## src/rtl/botoes_condicionador.sv

```systemverilog
// botoes_condicionador: conditions three raw push-buttons (carga, j1, j2).
// Each button passes through a 2-flop synchronizer and its own debounce FSM.
// Every accepted press becomes a one-clock pulse on carga_int, j1_int or j2_int.
//
// Output protocol: there is no valid/ready handshake.
//   - Each *_int output is a registered strobe, high for exactly one clock per
//     accepted press.
//   - At most one strobe is high in any cycle.
//   - btn_nivel carries the debounced levels {carga, j2, j1}.
//
// Optional feature: define BOTOES_TURN_LOCKOUT_EN to enable a turn token.
//   - With the token, the same player cannot pulse twice in a row unless the
//     other player or carga pulses in between.
module botoes_condicionador #(
  parameter int DEBOUNCE_CYCLES = 1000000
) (
  input  logic       clock,
  input  logic       reset,
  input  logic       btn_carga,
  input  logic       btn_j1,
  input  logic       btn_j2,
  output logic       carga_int,
  output logic       j1_int,
  output logic       j2_int,
  output logic [2:0] btn_nivel
);

  // Counter wide enough to hold DEBOUNCE_CYCLES; it saturates instead of wrapping.
  localparam int CW = (DEBOUNCE_CYCLES < 1) ? 1 : $clog2(DEBOUNCE_CYCLES + 1);
  localparam logic [CW-1:0] CNT_LAST = (DEBOUNCE_CYCLES < 1) ? '0 : CW'(DEBOUNCE_CYCLES - 1);
  localparam logic [CW-1:0] CNT_MAX  = '1;

  // Channel index: 0 = j1, 1 = j2, 2 = carga (same order as btn_nivel).
  typedef enum logic [1:0] {
    SOLTO       = 2'd0,
    CONF_PRESS  = 2'd1,
    PRESSIONADO = 2'd2,
    CONF_SOLTO  = 2'd3
  } estado_t;

  logic [2:0]    raw;
  logic [2:0]    sync1;
  logic [2:0]    sync2;
  estado_t       estado [3];   // per-channel FSM state, observable hierarchically
  logic [CW-1:0] cont   [3];
  logic [2:0]    nivel;
  logic [2:0]    cand;         // registered press candidates, one clock wide

  logic sel_carga;
  logic sel_j1;
  logic sel_j2;
  logic lib_j1;
  logic lib_j2;

  assign raw       = {btn_carga, btn_j2, btn_j1};
  assign btn_nivel = nivel;

  // Two-flop synchronizer on every raw button before any other logic.
  always_ff @(posedge clock) begin
    if (reset) begin
      sync1 <= '0;
      sync2 <= '0;
    end else begin
      sync1 <= raw;
      sync2 <= sync1;
    end
  end

  // Independent debounce FSM per channel.
  // - A confirm state must see the new level for DEBOUNCE_CYCLES further clocks.
  // - One contrary sample returns the channel to its previous stable state.
  // - Only the entry into PRESSIONADO raises a press candidate.
  always_ff @(posedge clock) begin
    if (reset) begin
      for (int i = 0; i < 3; i++) begin
        estado[i] <= SOLTO;
        cont[i]   <= '0;
      end
      nivel <= '0;
      cand  <= '0;
    end else begin
      cand <= '0;
      for (int i = 0; i < 3; i++) begin
        case (estado[i])
          SOLTO: begin
            if (sync2[i]) begin
              estado[i] <= CONF_PRESS;
              cont[i]   <= '0;
            end
          end
          CONF_PRESS: begin
            if (!sync2[i]) begin
              estado[i] <= SOLTO;
              cont[i]   <= '0;
            end else if (cont[i] >= CNT_LAST) begin
              estado[i] <= PRESSIONADO;
              cont[i]   <= '0;
              nivel[i]  <= 1'b1;
              cand[i]   <= 1'b1;
            end else if (cont[i] != CNT_MAX) begin
              cont[i] <= cont[i] + 1'b1;
            end
          end
          PRESSIONADO: begin
            if (!sync2[i]) begin
              estado[i] <= CONF_SOLTO;
              cont[i]   <= '0;
            end
          end
          CONF_SOLTO: begin
            if (sync2[i]) begin
              estado[i] <= PRESSIONADO;
              cont[i]   <= '0;
            end else if (cont[i] >= CNT_LAST) begin
              estado[i] <= SOLTO;
              cont[i]   <= '0;
              nivel[i]  <= 1'b0;
            end else if (cont[i] != CNT_MAX) begin
              cont[i] <= cont[i] + 1'b1;
            end
          end
          default: begin
            estado[i] <= SOLTO;
            cont[i]   <= '0;
          end
        endcase
      end
    end
  end

  // Fixed-priority arbitration: carga beats j1, j1 beats j2; losers are dropped.
  always_comb begin
    sel_carga = cand[2];
    sel_j1    = cand[0] & ~cand[2];
    sel_j2    = cand[1] & ~cand[2] & ~cand[0];
  end

`ifdef BOTOES_TURN_LOCKOUT_EN
  // VEZ_J1 means j1 pulsed last, so j1 is blocked; VEZ_J2 is the mirror case.
  typedef enum logic [1:0] {
    VEZ_LIVRE = 2'd0,
    VEZ_J1    = 2'd1,
    VEZ_J2    = 2'd2
  } vez_t;

  vez_t vez;

  // A player may pulse only when the token does not name that player.
  always_comb begin
    lib_j1 = (vez != VEZ_J1);
    lib_j2 = (vez != VEZ_J2);
  end

  // Token follows the pulse actually issued; carga frees both players.
  always_ff @(posedge clock) begin
    if (reset) begin
      vez <= VEZ_LIVRE;
    end else if (sel_carga) begin
      vez <= VEZ_LIVRE;
    end else if (sel_j1 && lib_j1) begin
      vez <= VEZ_J1;
    end else if (sel_j2 && lib_j2) begin
      vez <= VEZ_J2;
    end
  end
`else
  // Without the token every arbitrated candidate is issued.
  always_comb begin
    lib_j1 = 1'b1;
    lib_j2 = 1'b1;
  end
`endif

  // Registered one-clock output strobes.
  always_ff @(posedge clock) begin
    if (reset) begin
      carga_int <= 1'b0;
      j1_int    <= 1'b0;
      j2_int    <= 1'b0;
    end else begin
      carga_int <= sel_carga;
      j1_int    <= sel_j1 & lib_j1;
      j2_int    <= sel_j2 & lib_j2;
    end
  end

endmodule

```

## config.mk

```make
export PLATFORM = sky130hd
export DESIGN_NAME = botoes_condicionador
export DESIGN_NICKNAME = d
export VERILOG_FILES = /design/src/rtl/botoes_condicionador.sv
export SDC_FILE = /design/constraint.sdc
export NUM_CORES = 1
export LEC_CHECK = 0
export BUFFER_PORTS_ARGS = -buffer_cell sky130_fd_sc_hd__buf_2
export CAP_MARGIN = 20
export CORE_AREA = 10 10 101 103
export DETAILED_ROUTE_END_ITERATION = 8
export DIE_AREA = 0 0 111 113
export GPL_TIMING_DRIVEN = 0
export HOLD_SLACK_MARGIN = 0.15
export PLACE_DENSITY = 0.69
export REMOVE_ABC_BUFFERS = 1
export SETUP_SLACK_MARGIN = 0.05
export SLEW_MARGIN = 25
export SYNTH_ARGS = -nofsm -noshare
export SYNTH_HDL_FRONTEND = slang
export SYNTH_SLANG_ARGS = --single-unit
```

## constraint.sdc

```tcl
create_clock -name clock -period 3.35 [get_ports clock]
set_input_delay 0.5025 -clock clock [delete_from_list [all_inputs] [get_ports clock]]
set_output_delay 0.5025 -clock clock [all_outputs]
set_load 0.01 [all_outputs]
```

==> flow_metrics.py, run 1 <==
metrics = {
    "synthesis": {
        "netlist_instances": 395,
        "synth.distinct_cells": 42,
        "synth-main-ff-cell": "edfxtp_1",
        "async_flop_share_pct": 0,
        "ys_seq_area_share_pct": 55.0,
        "synth_warnings": 0,
        "synth-edff-count": 66,
        "synth_area_um2": 4150,
        "syn_avg_cell_area_um2": 10.5,
        "synth.ff_latch_count": 81,
    },
    "setup_path": {
        "cp.required_ps": 3350,
        "worstPathMaxFanout": 21,
        "cp-startpoint": "cont[1][7]",
        "crit_type": "reg -> reg",
        "startpoint_type": "register",
        "end_kind": "register",
        "worstReg2RegStart": "cont[1][7]",
        "worstPathArrival_ps": 2910,
    },
    "layout": {
        "final_cell_area_um2": 4510,
        "multi_input_area_um2": 1780,
        "area_delta_synth_final_pct": 8.81,
        "layout-drive-gt1-share_pct": 8.78,
        "nFillCells": 694,
        "antenna_cells": 0,
        "fin_util_pct": 55.5,
        "nets": 413,
        "regArea_um2": 2280,
    },
    "placement": {
        "post_dp_cell_area_um2": 4290,
        "dp_hpwl_um": 4680,
        "gp_congestion": 0.762,
        "portBuffers": 10,
        "preCtsSetupSlack_ps": 140,
    },
    "clock_network": {
        "clk_path_buf_depth": 2,
        "cts_sinks": 81,
        "cts_tree": "built",
        "clockRootBuffer": "clkbuf_8",
        "cts_setup_buffers": 0,
        "clock_latency_ps": 360,
        "cts_hold_buf": 0,
        "h-tree-depth": 3,
        "cts_made_buffers": 9,
        "clk_transition_reported_paths_ps": 90,
    },
    "pwr": {
        "p_sw_share_pct": 32.9,
        "power_frac_comb_pct": 20.9,
        "p_per_area_nw_per_um2": 707,
        "seqPwrFrac_pct": 54.6,
        "irDropWorstVdd_mv": 0.284,
        "p_switching_uw": 1050,
        "power_uw": 3190,
        "total_leakage_power_uw": 0.00160,
        "clkPwrFrac_pct": 24.5,
        "p_int_uw": 2140,
    },
    "sta": {
        "setup_viol": 0,
        "slew_headroom_pct": 43.9,
        "period_share_pct": 86.9,
        "finClkSkew_ps": 8.91,
        "finalCriticalPeriod_ps": 2910,
        "hold_violations": 0,
        "final_max_slew_viol_count": 0,
        "rsz0062_at_grt": "no",
        "tns_ps": 0,
        "fmax_mhz": 344,
        "worstMarginPinSlew_ps": 838,
        "timing.final.ws_setup_ps": 440,
    },
    "job": {
        "maxCapViolations": 0,
    },
    "global_route": {
        "grt-ovfl-total": 0,
        "antenna_found_initial": 0,
        "grt_pass1_vias": 2720,
        "grtUsageTotal_pct": 11.5,
        "grt_max_degree": 25,
        "grt_first_pass_wirelength_um": 12200,
    },
    "floorplanning": {
        "die_width_um": 111,
        "die_area_um2": 12500,
        "start_util_pct": 51.0,
        "core_area_um2": 8130,
        "pin_count": 11,
        "row_count": 33,
        "dieHeight_um": 113,
    },
    "routing": {
        "wl_per_cell_um": 13.7,
        "drc": 0,
        "vias_per_cell": 5.43,
        "finalWirelength_um": 7040,
        "postRouteAntennaNets": 0,
        "drt_iter0_markers": 130,
        "vias": 2796,
        "drt_first_pass_iters": 4,
    },
    "hold_path": {
        "hp-start": "btn_j1",
        "hold_path.class": "in -> reg",
    },
    "run_status": {
        "status": "completed",
    },
}
kinds of logic (layout without fill, tap and decap cells):
group           after synthesis  count (layout)  share of synthesized area (%)
compound gates               40              40                           6.15
xor+xnor                     59              59                           12.5
fa+ha+maj                     3               3                          0.905
buf+inv                      23              38                           2.44
flops                        81              81                           55.0
mux                           1               1                          0.241
simple gates                188             188                           22.8
placed cells by master (no fill, tap or decap), types with 3 or more instances in the layout:
cell,instances
inv_6,3
o21a_1,3
and3_1,15
xnor2_1,22
o21ai_0,7
edfxtp_1,66
nor3b_1,3
buf_2,10
or4_1,3
a31oi_1,3
dfxtp_1,15
nand3_1,24
and4_1,8
nor2_1,68
nor3_1,4
or3_1,4
a21oi_1,10
nand2_1,25
and2_1,6
ha_1,3
clkbuf_8,9
nor2b_1,11
inv_1,11
xor2_1,37
nand4_1,10
through the flow:
| stage | hold slack, ps | instances |
|---|---|---|
| finish | 359 | 515 |
| global route | 370 | 515 |
| CTS | 344 | 515 |
| detailed placement | 419 | 499 |
| global placement | 410 | 498 |
| floorplan | 391 | 383 |
cells in the mapped netlist, types with 8 or more instances:
cell type / count / area share [%]
nand3_1: 24 / 2.9
nand2_1: 25 / 2.3
a21oi_1: 10 / 1.2
nor2b_1: 11 / 1.7
inv_1: 11 / 1.0
xnor2_1: 22 / 4.6
and3_1: 15 / 2.3
dfxtp_1: 15 / 7.2
clkbuf_1: 9 / 0.81
o21ai_0: 8 / 0.97
xor2_1: 37 / 7.8
nor2_1: 68 / 6.2
and4_1: 8 / 1.7
nand4_1: 10 / 1.5
edfxtp_1: 66 / 48
worst paths after layout:
kind / end / slack, ps / depth (start not counted)
hold / removal: sync1[0] / 360 / 2
setup reg to reg: cont[1][14] / 440 / 6
setup / recovery: cont[1][14] / 440 / 6
hold reg to reg: j2_int / 430 / 1
per-layer routing:
layer / up-vias / GRT usage, % / routed length (um)
met5: - / 0 / 0
met3: 13 / 2.43 / 197
li1: 1424 / - / -
met4: 0 / 5.73 / 129
met1: 1320 / 14.5 / 3680
met2: 39 / 18.3 / 3040
critical path: stages, from the launching register on:
cell	delay, ps
edfxtp_1	490
or4_1	560
a211oi_2	260
o21ai_1	110
a21o_1	200
or3b_4	500
nand2b_2	430
layout make-up:
cell class / instances / share of cell area, %
multi-input combinational: 291 / 39.3
sequential: 81 / 50.6
clock inverter: 6 / 1.55
timing repair buffer: 11 / 1.44
tap: 105 / 2.91
clock buffer: 10 / 3.30
inverter: 11 / 0.915
repair_timing:
| item | in CTS | in global routing |
|---|---|---|
| hold endpoints to repair | 0 | 0 |
| setup endpoints to repair | 0 | 20 |
| gates resized for setup | 0 | 1 |
state kept, by name, indices dropped and copies added, names as in the netlist:
name,count
sync2,3
sync1,3
btn_nivel,3
cont,60
j1_int,1
j2_int,1
cand,3
carga_int,1
estado,6
power groups by stage:
| stage | Clock (uW) | Combinational [uW] | Sequential (uW) |
|---|---|---|---|
| floorplan | 0 | 535 | 1690 |
| global route | 837 | 750 | 1790 |
| global placement | 0 | 639 | 1750 |
| CTS | 794 | 668 | 1740 |
| detailed placement | 0 | 659 | 1760 |
| finish | 782 | 666 | 1740 |
Power figures use the tool's default switching activity.
==> run 2, diff against run 1 <==
--- a/config.mk
+++ b/config.mk
@@ -12,10 +12,10 @@
 export DIE_AREA = 0 0 111 113
 export GPL_TIMING_DRIVEN = 0
 export HOLD_SLACK_MARGIN = 0.15
-export PLACE_DENSITY = 0.69
+export PLACE_DENSITY = 0.67
 export REMOVE_ABC_BUFFERS = 1
 export SETUP_SLACK_MARGIN = 0.05
-export SLEW_MARGIN = 25
+export SLEW_MARGIN = 20
 export SYNTH_ARGS = -nofsm -noshare
 export SYNTH_HDL_FRONTEND = slang
 export SYNTH_SLANG_ARGS = --single-unit
==> constraint.sdc (replaced) <==
create_clock -name clock -period 3.01 [get_ports clock]
set_input_delay 0.4515 -clock clock [delete_from_list [all_inputs] [get_ports clock]]
set_output_delay 0.4515 -clock clock [all_outputs]
set_load 0.01 [all_outputs]
==> run 2 against run 1 <==
  * Global-route usage about the same
  * Setup slack worse by 170 ps
  * Wire length is 0.85% higher
  * Sequential share of layout area increased by 0.13 points
  * Total power is 8.8% higher
  * Register-to-register slack worse by 170 ps
  * Core utilization is 0.14 points lower
  * Sequential cell count stayed put
  * Critical path depth unchanged
  * Combinational power grew 12%
  * Largest power group unchanged
==> flow_metrics.py, run 2 (same netlist as run 1, synthesis figures left out) <==
metrics = {
    "clock_network": {
        "cts_sinks": 81,
        "clock_latency_ps": 350,
        "cts_made_buffers": 9,
        "clockRootBuffer": "clkbuf_8",
        "cts_tree": "built",
        "h-tree-depth": 3,
        "clk_path_buf_depth": 2,
        "clk_transition_reported_paths_ps": 80,
    },
    "hold_path": {
        "hold_end": "sync1[2]",
        "hp-start": "btn_carga",
        "hold_depth": 2,
        "hold_path.class": "in -> reg",
    },
    "setup_path": {
        "critPathSlowestCell": "or4_1",
        "reg2reg_depth": 6,
        "crit_chain": "or4_1, a211oi_2, o21ai_1, a21o_1, or3b_4, nand2b_4",
        "worstReg2RegStart": "cont[1][7]",
        "r2r_slack_ps": 270,
        "worstPathMaxFanout": 21,
        "end_kind": "register",
        "worstPathArrival_ps": 2770,
        "crit_type": "reg -> reg",
        "startpoint_type": "register",
        "cp_slowest_stage_delay_ps": 550,
        "r2r_end": "cont[1][2]",
        "cp.required_ps": 3030,
    },
    "sta": {
        "hold_violations": 0,
        "worstMarginPinSlew_ps": 870,
        "period_share_pct": 91.2,
        "hold-worst-slack_ps": 312,
        "finClkSkew_ps": 13.5,
        "rsz0062_at_grt": "no",
        "slew_headroom_pct": 42.0,
        "setup_viol": 0,
        "final_max_slew_viol_count": 0,
        "finalCriticalPeriod_ps": 2740,
        "fmax_mhz": 364,
        "tns_ps": 0,
    },
    "placement": {
        "portBuffers": 10,
        "gp_congestion": 0.745,
        "dp_hpwl_um": 4710,
    },
    "global_route": {
        "grt_pass1_vias": 2588,
        "antenna_found_initial": 0,
        "grt-ovfl-total": 0,
        "grtUsageTotal_pct": 11.5,
        "grt_max_degree": 25,
        "grt_first_pass_wirelength_um": 12200,
    },
    "pwr": {
        "p_per_area_nw_per_um2": 771,
        "irDropWorstVdd_mv": 0.320,
        "total_leakage_power_uw": 0.00160,
    },
    "floorplanning": {
        "core_area_um2": 8130,
        "die_width_um": 111,
        "pin_count": 11,
        "start_util_pct": 51.0,
        "row_count": 33,
        "dieHeight_um": 113,
        "die_area_um2": 12500,
    },
    "routing": {
        "finalWirelength_um": 7100,
        "vias": 2784,
        "drc": 0,
        "postRouteAntennaNets": 0,
        "vias_per_cell": 5.40,
        "wl_per_cell_um": 13.8,
        "drt_first_pass_iters": 5,
        "drt_iter0_markers": 163,
    },
    "layout": {
        "layout-drive-gt1-share_pct": 8.03,
        "multi_input_area_um2": 1790,
        "final_cell_mix": "nor2_1, edfxtp_1, xor2_1, nand2_1, nand3_1",
        "largest_reg_flops": 60,
        "area_delta_synth_final_pct": 8.53,
        "regMostFlops": "cont",
        "nets": 414,
        "nFillCells": 703,
        "largest_registers": "cont (60), estado (6)",
        "regArea_um2": 2280,
        "final_common_cell": "nor2_1",
        "antenna_cells": 0,
    },
    "job": {
        "maxCapViolations": 0,
    },
    "run_status": {
        "status": "completed",
    },
}
run 2: worst max path at each step:
stage,startpoint,end,slack [ps],depth (start not counted)
final,cont[1][7],cont[1][2],270,6
after global routing,cont[0][13],cont[0][2],80,6
after CTS,cont[1][7],cont[1][2],60,6
after detailed placement,cont[1][7],cont[1][10],-240,6
after global placement,cont[2][12],cont[2][4],-1180,5
after floorplan,cont[2][12],cont[2][0],-450,5
run 2: through the flow:
step / setup slack, ps / util (%) / area (um2) / instances / power [uW]
floorplan: -449 / - / 4090 / 383 / 2470
global placement: -1180 / 52.5 / 4270 / 498 / 2660
detailed placement: -239 / 52.8 / 4290 / 499 / 2690
CTS: 64.5 / 55.2 / 4490 / 515 / 3480
global route: 84.4 / 55.4 / 4500 / 516 / 3700
finish: 265 / 55.4 / 4500 / 516 / 3470
run 2: what timing repair did:
item,in CTS,in global routing
hold buffers,0,0
setup buffers,0,0
endpoints found under the setup margin,20,40
cloned,0,1
resized for setup,1,1
pin swaps,0,1
run 2: layout make-up:
cell class / count / share of cell area (%)
repair buffers: 11 / 1.44
clock inverters: 1 / 0.194
multi-input cells: 292 / 39.7
flip-flops and latches: 81 / 50.7
well taps: 105 / 2.92
inverters: 11 / 0.917
clock buffers: 15 / 4.17
run 2: worst max-delay path: cells and delay by family (launching register included):
family / cells / cell delay [ps]
simple gates: 3 / 1360
compound gates: 3 / 570
flops: 1 / 490
run 2: metal layers:
metal  GRT usage [%]  share of wire (%)
met1            15.9                 52
met2            16.8                 43
met3            3.49                4.1
met4            3.91                1.3
met5               0                  0
run 2: power breakdown:
group	internal [uW]	total, uW	switching [uW]
registers	1610	1940	328
logic	334	748	415
clock network	399	783	385
total	2340	3470	1130
==> run 3, diff against run 2 <==
--- a/config.mk
+++ b/config.mk
@@ -13,7 +13,6 @@
 export GPL_TIMING_DRIVEN = 0
 export HOLD_SLACK_MARGIN = 0.15
 export PLACE_DENSITY = 0.67
-export REMOVE_ABC_BUFFERS = 1
 export SETUP_SLACK_MARGIN = 0.05
 export SLEW_MARGIN = 20
 export SYNTH_ARGS = -nofsm -noshare
==> run 3 against run 2 <==
  * Sequential cell count did not move
  * Non-clock buffer count up 12
  * Wire length rose by 1.9%
  * Clock power is 3.4% higher
  * Sequential share of layout area decreased by 0.57 points
  * First-iteration DRC count shrank 21%
  * Critical endpoint is now cont[1][3]
  * Largest power group unchanged
  * Highest routed layer unchanged
==> flow_metrics.py, run 3 (same netlist as run 1, synthesis figures left out) <==
metrics = {
    "routing": {
        "postRouteAntennaNets": 0,
        "drc": 0,
        "vias_per_cell": 5.39,
        "vias": 2841,
        "wl_per_cell_um": 13.7,
        "finalWirelength_um": 7240,
        "drt_first_pass_iters": 4,
        "drt_iter0_markers": 128,
    },
    "pwr": {
        "irDropWorstVdd_mv": 0.374,
        "p_per_area_nw_per_um2": 771,
        "total_leakage_power_uw": 0.00162,
    },
    "floorplanning": {
        "die_width_um": 111,
        "pin_count": 11,
        "dieHeight_um": 113,
        "start_util_pct": 51.0,
        "core_area_um2": 8130,
        "row_count": 33,
        "die_area_um2": 12500,
    },
    "setup_path": {
        "startpoint_type": "register",
        "end_kind": "register",
        "r2r_slack_ps": 190,
        "cp.required_ps": 2990,
        "worstReg2RegStart": "cont[1][7]",
        "reg2reg_depth": 6,
        "crit_type": "reg -> reg",
        "worstPathArrival_ps": 2800,
        "worstPathMaxFanout": 20,
        "r2r_end": "cont[1][3]",
    },
    "layout": {
        "regMostFlops": "cont",
        "layout-drive-gt1-share_pct": 8.77,
        "antenna_cells": 0,
        "nets": 425,
        "regArea_um2": 2280,
        "largest_registers": "cont (60), estado (6)",
        "multi_input_area_um2": 1770,
        "largest_reg_flops": 60,
        "final_cell_mix": "nor2_1, edfxtp_1, xor2_1, nand2_1, nand3_1",
        "area_delta_synth_final_pct": 9.77,
        "final_common_cell": "nor2_1",
        "nFillCells": 703,
    },
    "clock_network": {
        "clock_latency_ps": 340,
        "cts_tree": "built",
        "cts_setup_buffers": 0,
        "cts_sinks": 81,
        "h-tree-depth": 3,
        "cts_made_buffers": 9,
        "clockRootBuffer": "clkbuf_8",
        "clk_path_buf_depth": 2,
        "clk_transition_reported_paths_ps": 80,
    },
    "run_status": {
        "status": "completed",
    },
    "global_route": {
        "grtUsageTotal_pct": 11.7,
        "grt_first_pass_wirelength_um": 12600,
        "grt_pass1_vias": 2763,
        "antenna_found_initial": 0,
        "grt_max_degree": 21,
        "grt-ovfl-total": 0,
    },
    "placement": {
        "dp_hpwl_um": 5080,
        "portBuffers": 10,
        "preCtsSetupSlack_ps": -80.1,
        "gp_congestion": 0.835,
    },
    "sta": {
        "final_max_slew_viol_count": 0,
        "worstMarginPinSlew_ps": 861,
        "setup_viol": 0,
        "finalCriticalPeriod_ps": 2820,
        "period_share_pct": 93.5,
        "fmax_mhz": 355,
        "tns_ps": 0,
        "hold_violations": 0,
        "slew_headroom_pct": 42.6,
        "timing.final.ws_setup_ps": 195,
        "rsz0062_at_grt": "no",
        "hold-worst-slack_ps": 327,
        "finClkSkew_ps": 9.64,
    },
    "hold_path": {
        "hold_end": "sync1[2]",
        "hp-start": "btn_carga",
        "hold_path.class": "in -> reg",
        "hold_depth": 2,
    },
    "synthesis": {
        "synth_nets": 403,
    },
    "job": {
        "maxCapViolations": 0,
    },
}
## run 3: cell count changes in the layout (fill, tap and decap cells not counted), moves of 2 or more
cell / previous run / this run
clkbuf_1: 3 / 9
clkinv_4: 1 / 4
buf_6: 0 / 2
clkbuf_8: 11 / 9
## run 3: stage by stage
step           power (uW)  std cells  cell area [um2]  utilization, %
3_3_place_gp         2680        510             4330            53.2
5_1_grt              3750        527             4550            56.0
2_1_floorplan        2490        395             4150               -
3_5_place_dp         2720        511             4350            53.5
4_1_cts              3540        527             4550            56.0
6_report             3510        527             4550            56.0
## run 3: per-layer routing
layer | vias up | part of all wire [%] | GRT usage (%)
li1 | 1447 | - | -
met1 | 1343 | 52 | 15.9
met2 | 47 | 44 | 18.0
met3 | 4 | 3.7 | 2.54
met4 | 0 | 0.46 | 3.91
met5 | - | 0 | 0
## run 3: area by class of cell
class,count,area share [%]
Sequential cell,81,50.1
Multi-Input combinational cell,291,38.9
Tap cell,105,2.88
Clock buffer,9,2.72
Clock inverter,7,1.73
Timing Repair Buffer,11,1.43
Buffer,12,1.32
Inverter,11,0.907
## run 3: worst max-delay path: stages (launching register included)
cell      delay (ps)
edfxtp_1         510
or4_1            550
a211oi_2         270
o21ai_1          120
a21o_1           210
or3b_4           400
nand2b_2         400
## run 3: repair_timing
action / in CTS / in global routing
setup endpoints to repair: 20 / 0
hold buffers: 0 / 0
resized for setup: 1 / 0
## run 3: how the worst max path moves through the flow
stage / start / to / cells after the start
2_1_floorplan: cont[2][12] / cont[2][0] / 5
3_3_place_gp: cont[2][12] / cont[2][7] / 5
3_5_place_dp: cont[1][7] / cont[1][19] / 6
4_1_cts: cont[1][7] / cont[1][19] / 6
5_1_grt: cont[1][7] / cont[1][3] / 6
6_report: cont[1][7] / cont[1][3] / 6
## run 3: power breakdown
part | internal, uW | leakage (uW) | total [uW] | switching (uW)
registers | 1610 | 0.000852 | 1930 | 322
logic | 341 | 0.000661 | 769 | 428
clock network | 391 | 0.000104 | 810 | 420
total | 2340 | 0.00162 | 3510 | 1170
